File: src/rtl/goofy_sat_counter.sv
// Saturating up-counter with synchronous clear; clear takes effect before the
// increment of the same cycle.
module goofy_sat_counter #(
    parameter int W = 8
) (
    input  logic         clk,
    input  logic         rst_n,
    input  logic         clr,
    input  logic         inc,
    output logic [W-1:0] count
);

    logic [W-1:0] count_r;
    logic [W-1:0] count_s;

    // Next count: clear first, then a saturating increment.
    always_comb begin
        count_s = count_r;
        if (clr) begin
            count_s = inc ? W'(1) : {W{1'b0}};
        end else if (inc && (count_r != {W{1'b1}})) begin
            count_s = count_r + W'(1);
        end else begin
            count_s = count_r;
        end
    end

    // Count register.
    always_ff @(posedge clk or negedge rst_n) begin
        if (!rst_n) begin
            count_r <= {W{1'b0}};
        end else begin
            count_r <= count_s;
        end
    end

    assign count = count_r;

endmodule

File: config.mk
export PLATFORM = sky130hd
export DESIGN_NAME = goofy_sat_counter
export DESIGN_NICKNAME = d
export VERILOG_FILES = /design/src/rtl/goofy_sat_counter.sv
export SDC_FILE = /design/constraint.sdc
export NUM_CORES = 1
export LEC_CHECK = 0
export CAP_MARGIN = 20
export CORE_AREA = 10 10 47 49
export CTS_CLUSTER_DIAMETER = 40
export CTS_CLUSTER_SIZE = 8
export DETAILED_ROUTE_END_ITERATION = 7
export DIE_AREA = 0 0 57 59
export DONT_BUFFER_PORTS = 1
export HOLD_SLACK_MARGIN = 0.15
export SLEW_MARGIN = 20
export SYNTH_ARGS = -nofsm -noshare
export SYNTH_HDL_FRONTEND = slang
export SYNTH_SLANG_ARGS = --single-unit
File: constraint.sdc
create_clock -name clk -period 1.84 [get_ports clk]
set_input_delay 0.184 -clock clk [delete_from_list [all_inputs] [get_ports clk]]
set_output_delay 0.184 -clock clk [all_outputs]
set_load 0.1 [all_outputs]
======== Yosys cells after proc, flatten, opt, wreduce, memory -nomap -nowiden ========
Cells that the tools add are included.
word-level totals
  output and inout bits ................... 8
  logic and storage cells ................. 8
  bits of input ports ..................... 4
  register bits after elaboration ......... 8
operators by class
  mux-type cells .......................... 3
  add/subtract/negate cells ............... 1
  equal/unequal tests ..................... 1
  reductions and logical operators ........ 2
operators by type and width
  cell                                                            count
  8-bit 2-to-1 mux                                                2
  8-bit by 1-bit adder with 8-bit output (second input constant)  1
  8-bit inequality test (second input constant)                   1
  2-bit nonzero test                                              1
  1-bit logical AND                                               1
  1-bit 2-to-1 mux                                                1

======== Depth between registers and ports, before layout ========
Gate-level depths: netlist of run 1.
  depth in word-level cells ............... 4
  gate-level depth with buffers ........... 4
  gate-level depth less buffers ........... 4

======== Least setup slack after synthesis of run 1 ========
No wires, ideal clock.
  path kind ............................... reg2reg
  start point ............................. reg count_r[0] (netlist: count[0])
  end point ............................... reg count_r[5] (netlist: count[5])
  path buffers ............................ 0
  stages on the path, launching flop included .. 5
  arrival time ............................ 1.795 ns
  slack ................................... -0.087 ns
  clock period less this slack ............ 1.927 ns
  required time ........................... 1.708 ns
  path through ............................ dfrtp_1 ha_1 and3_1 a2111oi_2 nor3b_1
between the ends
  word-level cells in the longest chain between the ends .. 3
ends and longest elaborated chain
  element                                                                          line    text
  from (decl)                                                                      13      logic [W-1:0] count_r;
  from (signal assigned)                                                           31      count_r <= {W{1'b0}};
  from (signal assigned)                                                           33      count_r <= count_s;
  8-bit by 1-bit adder with 8-bit output or 8-bit inequality test (tied branches)  22, 21
  8-bit 2-to-1 mux or 1-bit logical AND (tied branches)                            21      end else if (inc && (count_r != {W{1'b1}})) begin
  8-bit 2-to-1 mux or 2-bit nonzero test (tied branches)                           n/a
Several ways; a longest one is shown, not always the timed one. The select of a mux whose other input is x is not followed.
A chain may end at the register's enable or synchronous reset.

======== Worst setup path in the final report of run 1 ========
Ends and elaborated chain as after synthesis.

==> metrics.md, run 1 <==
| Metric | Value |
|---|---|
| Total of fill cells in the finished design | 139 |
| Comb power frac | 21.4% |
| Number of clock sinks | 8 |
| Post-Syn Instances | 47 |
| Most common cell after layout, fill and taps aside | buf_4 |
| Sw Ratio | 33.4% |
| Wirelength per Cell | 15.0 um |
| IO buf count | 0 |
| Max Slew Vio Count | 0 |
| Final nets | 66 |
| CTS root buffer | clkbuf_4 |
| Net Switching | 0.145 mW |
| Footprint of the multi-input gates | 254 um2 |
| Actual slew at the worst max-slew pin | 0.382 ns |
| Crit start category | flop |
| Post-synthesis sequential area ratio | 42.3% |
| HPWL after detailed placement | 846 um |
| Fin crit period | 1.48 ns |
| Crit path required time | 1.97 ns |
| Hold path startpoint | inc |
| Relative slew slack | 74.4% |
| Post-route antenna net violation count | 0 |
| Crit path buf inv count | 0 |
| Inserted Clock Buffers | 3 |
| Area occupied by registers | 204 um2 |
| Hold_ws | 0.191 ns |
| Fraction of the cycle the final worst path needs | 80.3% |
| Worst min path class | in2reg |
| Post-CTS setup buffers | 0 |
| Clock-pin slew on the worst setup and hold paths | 0.06 ns |
| Final WL | 1140 um |
| Mapped cell area | 473 um2 |
| Flop pwr share | 43.8% |
| Max VDD drop | 0.281 mV |
| Top delay family on crit path | flip-flops |
| Routability Congestion | 0.778 |
| Slowest stage delay, CP | 0.44 ns |
| Iteration-0 DRC Markers | 5 |
| Fmax | 676 MHz |
| CTS tree | yes |
| Global route overflow | 0 |
| Setup violators final | 0 |
| Reg-to-Reg Start | count[0] |
| Largest net degree at the start of global routing | 12 |
| CP max FO | 5 |
| ANT cells | 0 |
| Max Cap Viol | 0 |
| Outcome | completed |
| Syn Area/Cell | 10.1 um2 |
| Area contributors post-synth | dfrtp_1 42%, a21oi_1 5.3%, nand2b_1 5.3% |
| Syn_nets | 52 |
| RSZ-0062 raised after global routing | no |
| Worst path cell trace | ha_1 -> and3_1 -> a2111oi_2 -> nor3b_1 |
| Yosys cell types | 27 |
| Hold_buf cts | 3 |
| Initial antenna violation count | 0 |
| Core area | 1400 um2 |
| Share of layout cells above drive strength 1 | 31.7% |
| Clock Skews | 0.00490 ns |
| R2r endpoint | count[5] |
| Io pins | 12 |
| Cell accounting for the most synthesized area | dfrtp_1 |
| Slowest stage cell on the critical path | dfrtp_2 |
| Post-synthesis register bit count | 8 |
| Worst skew pair latency | 0.26 ns |
| Max reg flops | 8 |
| Lkg Pwr | 0.255 nW |
| H-Tree Depth | 1 |
| Chip Height | 59 um |
| Maximum clock insertion buffer count | 2 |
| Hold depth | 3 |
| Initial Util | 33.8% |
| Worst hold endpoint | count[0] |
| Synth Warn # | 0 |
| Final setup TNS | 0 ns |
| Resized Gates After CTS | 0 |
| Most frequent cells in the layout | 8 x buf_4, 5 x a21oi_1, 5 x dfrtp_1 |
| Area growth, synth to finish | 27.2% |
| Crit path DAT | 1.60 ns |
| Final Hold Fails | 0 |
| Vias | 411 |
| DRC Markers | 0 |
| Drt via density | 5.41 |
| Total track usage | 7.61% |
| WS Path Type | reg2reg |
| Die W | 57 um |
| Synth top area share | 42.3% |
| FF-to-FF path depth | 4 |
| Worst setup EP type | flop |
| Pwr dens | 724 nW/um2 |
| Flop2flop setup slack | 0.36 ns |
| First-pass GRT wire length | 1990 um |
| Placement Setup Slack | 0.361 ns |
| Initial DRT Pass Iterations | 4 |
| Clock power share | 34.7% |
| Internal power | 0.290 mW |
| Final WS setup | 0.362 ns |
| Num rows | 14 |
| Vias in the first global route | 440 |
| Full die area | 3360 um2 |
final cells by class:
cell class	count	area share, %
Clock buffer	4	4.37
Timing Repair Buffer	11	15.0
Sequential cell	8	33.9
Inverter	2	1.25
Tap cell	16	3.33
Multi-Input combinational cell	35	42.2
worst register-to-register path: stages (launching register included):
cell,delay (ns)
dfrtp_2,0.44
ha_1,0.23
and3_1,0.23
a2111oi_2,0.37
nor3b_1,0.09
power groups by stage:
stage	sequential [mW]	combinational, mW	clock, mW
after detailed placement	0.194	0.0828	0
after global routing	0.192	0.102	0.166
final	0.191	0.0934	0.151
after floorplan	0.243	0.0191	0
after CTS	0.191	0.0952	0.155
after global placement	0.194	0.0807	0
per-stage QoR:
| step | std cells | instance area, um2 | total power [mW] | util (%) |
|---|---|---|---|---|
| 3_3_place_gp | 69 | 546 | 0.274 | 38.9 |
| 4_1_cts | 76 | 602 | 0.441 | 42.9 |
| 2_1_floorplan | 47 | 477 | 0.262 | - |
| 5_1_grt | 76 | 602 | 0.460 | 42.9 |
| 6_report | 76 | 602 | 0.436 | 42.9 |
| 3_5_place_dp | 69 | 546 | 0.277 | 38.9 |
cell usage after synthesis, drive strengths merged:
master	instances
and4	1
nand2	3
nand3	1
a41oi	1
nand4	2
o31ai	1
a2111oi	1
nor3b	1
o211ai	1
nand2b	4
buf	1
clkbuf	1
dfrtp	8
a21oi	5
a211oi	1
a211o	1
a311oi	1
mux2i	1
nor3	1
o21ai	2
or3	2
and4bb	1
and3	2
inv	2
a21boi	1
ha	1
per-layer routing:
metal | global-route usage, % | vias up | share of wire, %
met1 | 7.62 | 192 | 42
li1 | - | 207 | -
met5 | 0 | - | 0
met4 | 5.03 | 0 | 0.88
met3 | 2.36 | 2 | 5.5
met2 | 13.3 | 10 | 51
how the worst max path moves through the flow:
stage	startpoint	endpoint	slack (ns)	cells after the start
2_1_floorplan	count[6]	count[4]	0.04	3
4_1_cts	count[0]	count[5]	0.34	4
5_1_grt	count[0]	count[5]	0.22	4
3_3_place_gp	count[0]	count[5]	0.37	4
3_5_place_dp	count[0]	count[5]	0.36	4
6_report	count[0]	count[5]	0.36	4
logic make-up (layout without fill, tap and decap cells):
family	count (synthesis)	after routing	share of synthesized area [%]
buffers and inverters	4	17	3.97
flip-flops	8	8	42.3
adder cells (fa/ha/maj)	1	1	2.65
multiplexers	1	1	2.12
AO/OA/AOI/OAI	15	15	23.3
AND/OR/NAND/NOR	18	18	25.7
Note: power is estimated with default switching activity, not from simulation.
==> run 2: changes to the inputs <==
- clock period: 1.84 -> 1.4 ns (I/O delays scaled with it)
==> run 2 against run 1 <==
Against the previous run: utilization grew 4.7 points; via count rose by 4.6%; die area did not move; routed wire length is 4.0% higher; sequential cell count unchanged; hold slack improved by 0.051 ns; final cell count unchanged; register-to-register slack worse by 0.31 ns; count of clock-buffer cells in the layout decreased by 1; combinational power is 42% higher; largest cell class unchanged.
==> metrics.md, run 2 (same netlist as run 1, synthesis figures left out) <==
| Metric | Value |
|---|---|
| Routing usage on met1 | 6.66% |
| Fmax | 741 MHz |
| Wirelength per Cell | 15.6 um |
| Largest net degree at the start of global routing | 12 |
| Critical Path Stages | 4 |
| IO buf count | 0 |
| Net Switching | 0.183 mW |
| Vias | 430 |
| RSZ-0062 raised after global routing | yes |
| ANT cells | 0 |
| Slowest stage cell on the critical path | dfrtp_4 |
| Met3 usage | 4.94% |
| Clock power share | 30.7% |
| Worst min path class | in2async |
| Vias in the first global route | 431 |
| R2r endpoint | count[5] |
| WS Path Type | reg2reg |
| Comb power frac | 23.6% |
| Max Slew Vio Count | 0 |
| Overall power | 0.565 mW |
| Sw Ratio | 32.3% |
| FF-to-FF path depth | 4 |
| Number of clock sinks | 8 |
| Io pins | 12 |
| Final WS setup | 0.0496 ns |
| Actual slew at the worst max-slew pin | 0.383 ns |
| Share of layout cells above drive strength 1 | 48.3% |
| Flop pwr share | 45.7% |
| Critical Path Source | count[1] |
| Global route overflow | 0 |
| Placed insts | 70 |
| Max VDD drop | 0.455 mV |
| Die W | 57 um |
| CP max FO | 5 |
| Worst setup endpoint | count[5] |
| Outcome | completed |
| Fraction of the cycle the final worst path needs | 96.5% |
| Max Cap Viol | 0 |
| Chip Height | 59 um |
| Placement Setup Slack | 0.0122 ns |
| Core area | 1400 um2 |
| First-pass GRT wire length | 1940 um |
| Most frequent cells in the layout | 9 x buf_4, 7 x dfrtp_4, 4 x a21oi_1, 4 x nand2b_1 |
| Relative slew slack | 74.4% |
| HPWL after detailed placement | 851 um |
| Non-Filler Instances | 76 |
| Clock-pin slew on the worst setup and hold paths | 0.05 ns |
| Worst skew pair latency | 0.25 ns |
| Initial antenna violation count | 0 |
| Post-route antenna net violation count | 0 |
| Top delay family on crit path | flip-flops |
| Crit path required time | 1.52 ns |
| Clock Skews | 0.00155 ns |
| Final Hold Fails | 0 |
| H-Tree Depth | 1 |
| Area growth, synth to finish | 41.3% |
| Total track usage | 7.40% |
| Most common cell after layout, fill and taps aside | buf_4 |
| Setup violators final | 0 |
| Max reg flops | 8 |
| Reg-to-Reg Start | count[1] |
| Pwr dens | 846 nW/um2 |
| Routability Congestion | 0.701 |
| Inserted Clock Buffers | 3 |
| Initial Util | 33.8% |
| Crit path buf inv count | 0 |
| CTS tree | yes |
| DRC Markers | 0 |
| CTS root buffer | clkbuf_4 |
| Worst path cell trace | ha_4 -> and3_4 -> a2111oi_4 -> nor3b_1 |
| Internal power | 0.382 mW |
| Slowest stage delay, CP | 0.50 ns |
| Core Util, Final | 47.7% |
| Final nets | 67 |
| Fin crit period | 1.35 ns |
| Drt via density | 5.66 |
| Final WL | 1190 um |
| Lkg Pwr | 0.248 nW |
| Crit path DAT | 1.47 ns |
| Hold_ws | 0.242 ns |
| Full die area | 3360 um2 |
| Worst setup EP type | flop |
| Iteration-0 DRC Markers | 8 |
| Total of fill cells in the finished design | 139 |
| Num rows | 14 |
| Maximum clock insertion buffer count | 2 |
| Busiest grt layer | met2 |
| Crit start category | flop |
| Flop2flop setup slack | 0.05 ns |
| Initial DRT Pass Iterations | 4 |
| Global routing usage on met2 | 13.2% |
## run 2: changes by cell type in the layout (fill, tap and decap cells not counted), sizes merged
| cell | before | now |
|---|---|---|
| buf | 8 | 9 |
| clkbuf | 4 | 3 |
## run 2: worst register-to-register path, delay by kind of cell, from the launching register on
kind,cells,cell delay [ns]
DFF,1,0.50
AOI/OAI and AO/OA,1,0.28
and+or+nand+nor,2,0.27
adders and majority gates,1,0.17
## run 2: timing repair
action | 4_1_cts | 5_1_grt
endpoints found under the setup margin | 1 | 3
gates cloned | 0 | 0
hold endpoints to repair | 16 | 0
hold buffers | 3 | 0
buffers inserted | 0 | 0
gates resized for setup | 1 | 1
## run 2: through the flow
stage | TNS [ns] | cell area [um2]
after global placement | 0 | 607
after global routing | -0.0121 | 668
after CTS | 0 | 663
final | 0 | 668
after detailed placement | 0 | 607
after floorplan | -0.337 | 534
## run 2: power by group through the flow
stage | Clock, mW | Combinational, mW | Sequential, mW
after floorplan | 0 | 0.0280 | 0.328
after global placement | 0 | 0.117 | 0.262
after detailed placement | 0 | 0.118 | 0.263
after CTS | 0.184 | 0.135 | 0.258
after global routing | 0.201 | 0.144 | 0.259
final | 0.174 | 0.133 | 0.258
## run 2: worst min-delay path by stage
stage / start / to / cells past startpoint
CTS: rst_n / count[6] / 1
global placement: rst_n / count[5] / 0
finish: rst_n / count[6] / 1
global route: rst_n / count[6] / 1
floorplan: rst_n / count[7] / 0
detailed placement: rst_n / count[7] / 0
## run 2: area by class of cell
cell class              instances  area, um2  share of cell area, %
multi-input cells              35        293                   43.8
flip-flops and latches          8        228                   34.1
repair buffers                 12       97.6                   14.6
clock buffers                   3       22.5                   3.37
well taps                      16       20.0                   3.00
inverters                       2       7.51                   1.12
## run 2: metal layers
metal / vias up / wire (um)
met5: - / 0
met4: 0 / 13
met3: 2 / 57
met2: 6 / 636
met1: 216 / 481
li1: 206 / -
==> run 3: changes to the inputs <==
- CTS_CLUSTER_DIAMETER: 40 -> 30
- TNS_END_PERCENT: unset -> 50
==> run 3 against run 2 <==
Against the previous run: non-clock buffer count stayed put; count of clock-buffer cells in the layout stayed put; total power decreased by 0.42%; combinational power decreased by 5%; die area is the same; register-to-register slack worse by 0.03 ns; first-iteration DRC count rose by 13%; clock skew hardly changed; via count is 3.0% higher; hold slack worse by 0.015 ns; sequential cell count stayed put; routed wire length rose by 1.9%; largest power group unchanged.
==> metrics.md, run 3 (same netlist as run 1, synthesis figures left out) <==
| Metric | Value |
|---|---|
| Io pins | 12 |
| Slowest stage delay, CP | 0.50 ns |
| Max Slew Vio Count | 0 |
| Inserted Clock Buffers | 3 |
| HPWL after detailed placement | 830 um |
| Setup violators final | 0 |
| Lkg Pwr | 0.247 nW |
| Worst skew pair latency | 0.25 ns |
| Fin crit period | 1.38 ns |
| H-Tree Depth | 1 |
| Relative slew slack | 74.3% |
| Placement Setup Slack | 0.0180 ns |
| Clock Skews | 0.00132 ns |
| CP max FO | 5 |
| Slowest stage cell on the critical path | dfrtp_4 |
| Chip Height | 59 um |
| Final WS setup | 0.0205 ns |
| Final WL | 1210 um |
| Worst min path class | in2reg |
| Placed Instance Area | 599 um2 |
| Worst path cell trace | ha_4 -> and3_2 -> a41oi_1 -> nor3_2 |
| Actual slew at the worst max-slew pin | 0.384 ns |
| Area growth, synth to finish | 42.1% |
| Post-CTS setup buffers | 0 |
| Final Hold Fails | 0 |
| Routability Congestion | 0.684 |
| Most common cell after layout, fill and taps aside | buf_4 |
| First-pass GRT wire length | 1880 um |
| Maximum clock insertion buffer count | 2 |
| Final setup TNS | 0 ns |
| IO buf count | 0 |
| Crit path required time | 1.53 ns |
| Crit start category | flop |
| Initial DRT Pass Iterations | 4 |
| Wirelength per Cell | 15.9 um |
| Design area | 672 um2 |
| Total of fill cells in the finished design | 139 |
| Total track usage | 7.01% |
| Initial antenna violation count | 0 |
| WS Path Type | reg2reg |
| Max Cap Viol | 0 |
| Initial Util | 33.8% |
| Core area | 1400 um2 |
| CTS tree | yes |
| DRC Markers | 0 |
| Fmax | 725 MHz |
| Max VDD drop | 0.455 mV |
| Outcome | completed |
| CTS root buffer | clkbuf_4 |
| Full die area | 3360 um2 |
| Num rows | 14 |
| ANT cells | 0 |
| RSZ-0062 raised after global routing | yes |
| Clock-pin slew on the worst setup and hold paths | 0.05 ns |
| Global route overflow | 0 |
| Crit path buf inv count | 0 |
| Drt via density | 5.83 |
| Number of clock sinks | 8 |
| Pwr dens | 837 nW/um2 |
| Max reg flops | 8 |
| Largest net degree at the start of global routing | 12 |
| Vias | 443 |
| Most frequent cells in the layout | 8 x buf_4, 7 x dfrtp_4, 4 x a21oi_1, 4 x nand2b_1, 4 x dlygate4sd3_1 |
| Vias in the first global route | 421 |
| Fraction of the cycle the final worst path needs | 98.5% |
| Share of layout cells above drive strength 1 | 48.3% |
| Die W | 57 um |
| Top delay family on crit path | flip-flops |
| Worst setup EP type | flop |
| Final nets | 67 |
| Post-route antenna net violation count | 0 |
| Crit path DAT | 1.51 ns |
| Iteration-0 DRC Markers | 9 |
[run 3: cell count changes in the layout (fill, tap and decap cells not counted), sizes merged]
cell and delta:
buf -1, dlygate4sd3 +1
[run 3: worst reg2reg max path: cells and delay by family, from the launching register on]
| kind | cells | cell delay, ns |
|---|---|---|
| simple gates | 2 | 0.29 |
| fa+ha+maj | 1 | 0.17 |
| compound gates | 1 | 0.29 |
| flops | 1 | 0.50 |
[run 3: final timing paths]
kind	cells past startpoint	from	end	slack, ns
worst max-delay path	4	count[0]	count[6]	0.02
worst min-delay path	2	inc	count[2]	0.23
worst max register to register	4	count[0]	count[6]	0.02
worst min register to register	1	count[3]	count[4]	0.59
max in group asynchronous	1	rst_n	count[0]	0.85
min in group asynchronous	1	rst_n	count[5]	0.24
[run 3: metrics by stage]
| step | util, % | instances | hold slack (ns) | power (mW) |
|---|---|---|---|---|
| detailed placement | 42.8 | 69 | -0.155 | 0.374 |
| global route | 47.9 | 76 | 0.236 | 0.591 |
| finish | 47.9 | 76 | 0.227 | 0.563 |
| CTS | 46.5 | 75 | 0.152 | 0.567 |
| global placement | 42.8 | 69 | -0.155 | 0.374 |
| floorplan | - | 47 | -0.156 | 0.356 |
[run 3: power breakdown]
group / leakage (nW) / internal (mW) / switching, mW
Sequential: 0.0944 / 0.246 / 0.0142
Clock: 0.0138 / 0.0980 / 0.0776
Combinational: 0.139 / 0.0355 / 0.0915
[run 3: layout make-up]
cell class | count | area (um2) | area share (%)
clock buffers | 3 | 22.5 | 3.35
flip-flops and latches | 8 | 228 | 33.9
well taps | 16 | 20.0 | 2.98
inverters | 2 | 7.51 | 1.12
repair buffers | 12 | 100 | 14.9
multi-input cells | 35 | 294 | 43.8
[run 3: layer usage]
metal | wire (um) | track usage (%) | part of all wire (%)
met5 | 0 | 0 | 0
met3 | 60 | 2.58 | 5.0
met4 | 26 | 5.03 | 2.1
met1 | 502 | 6.56 | 41
met2 | 621 | 12.4 | 51
[run 3: repair_timing]
item,CTS,global route
setup endpoints to repair,0,3
hold buffers,3,1
gates resized for setup,0,3
hold endpoints to repair,16,1
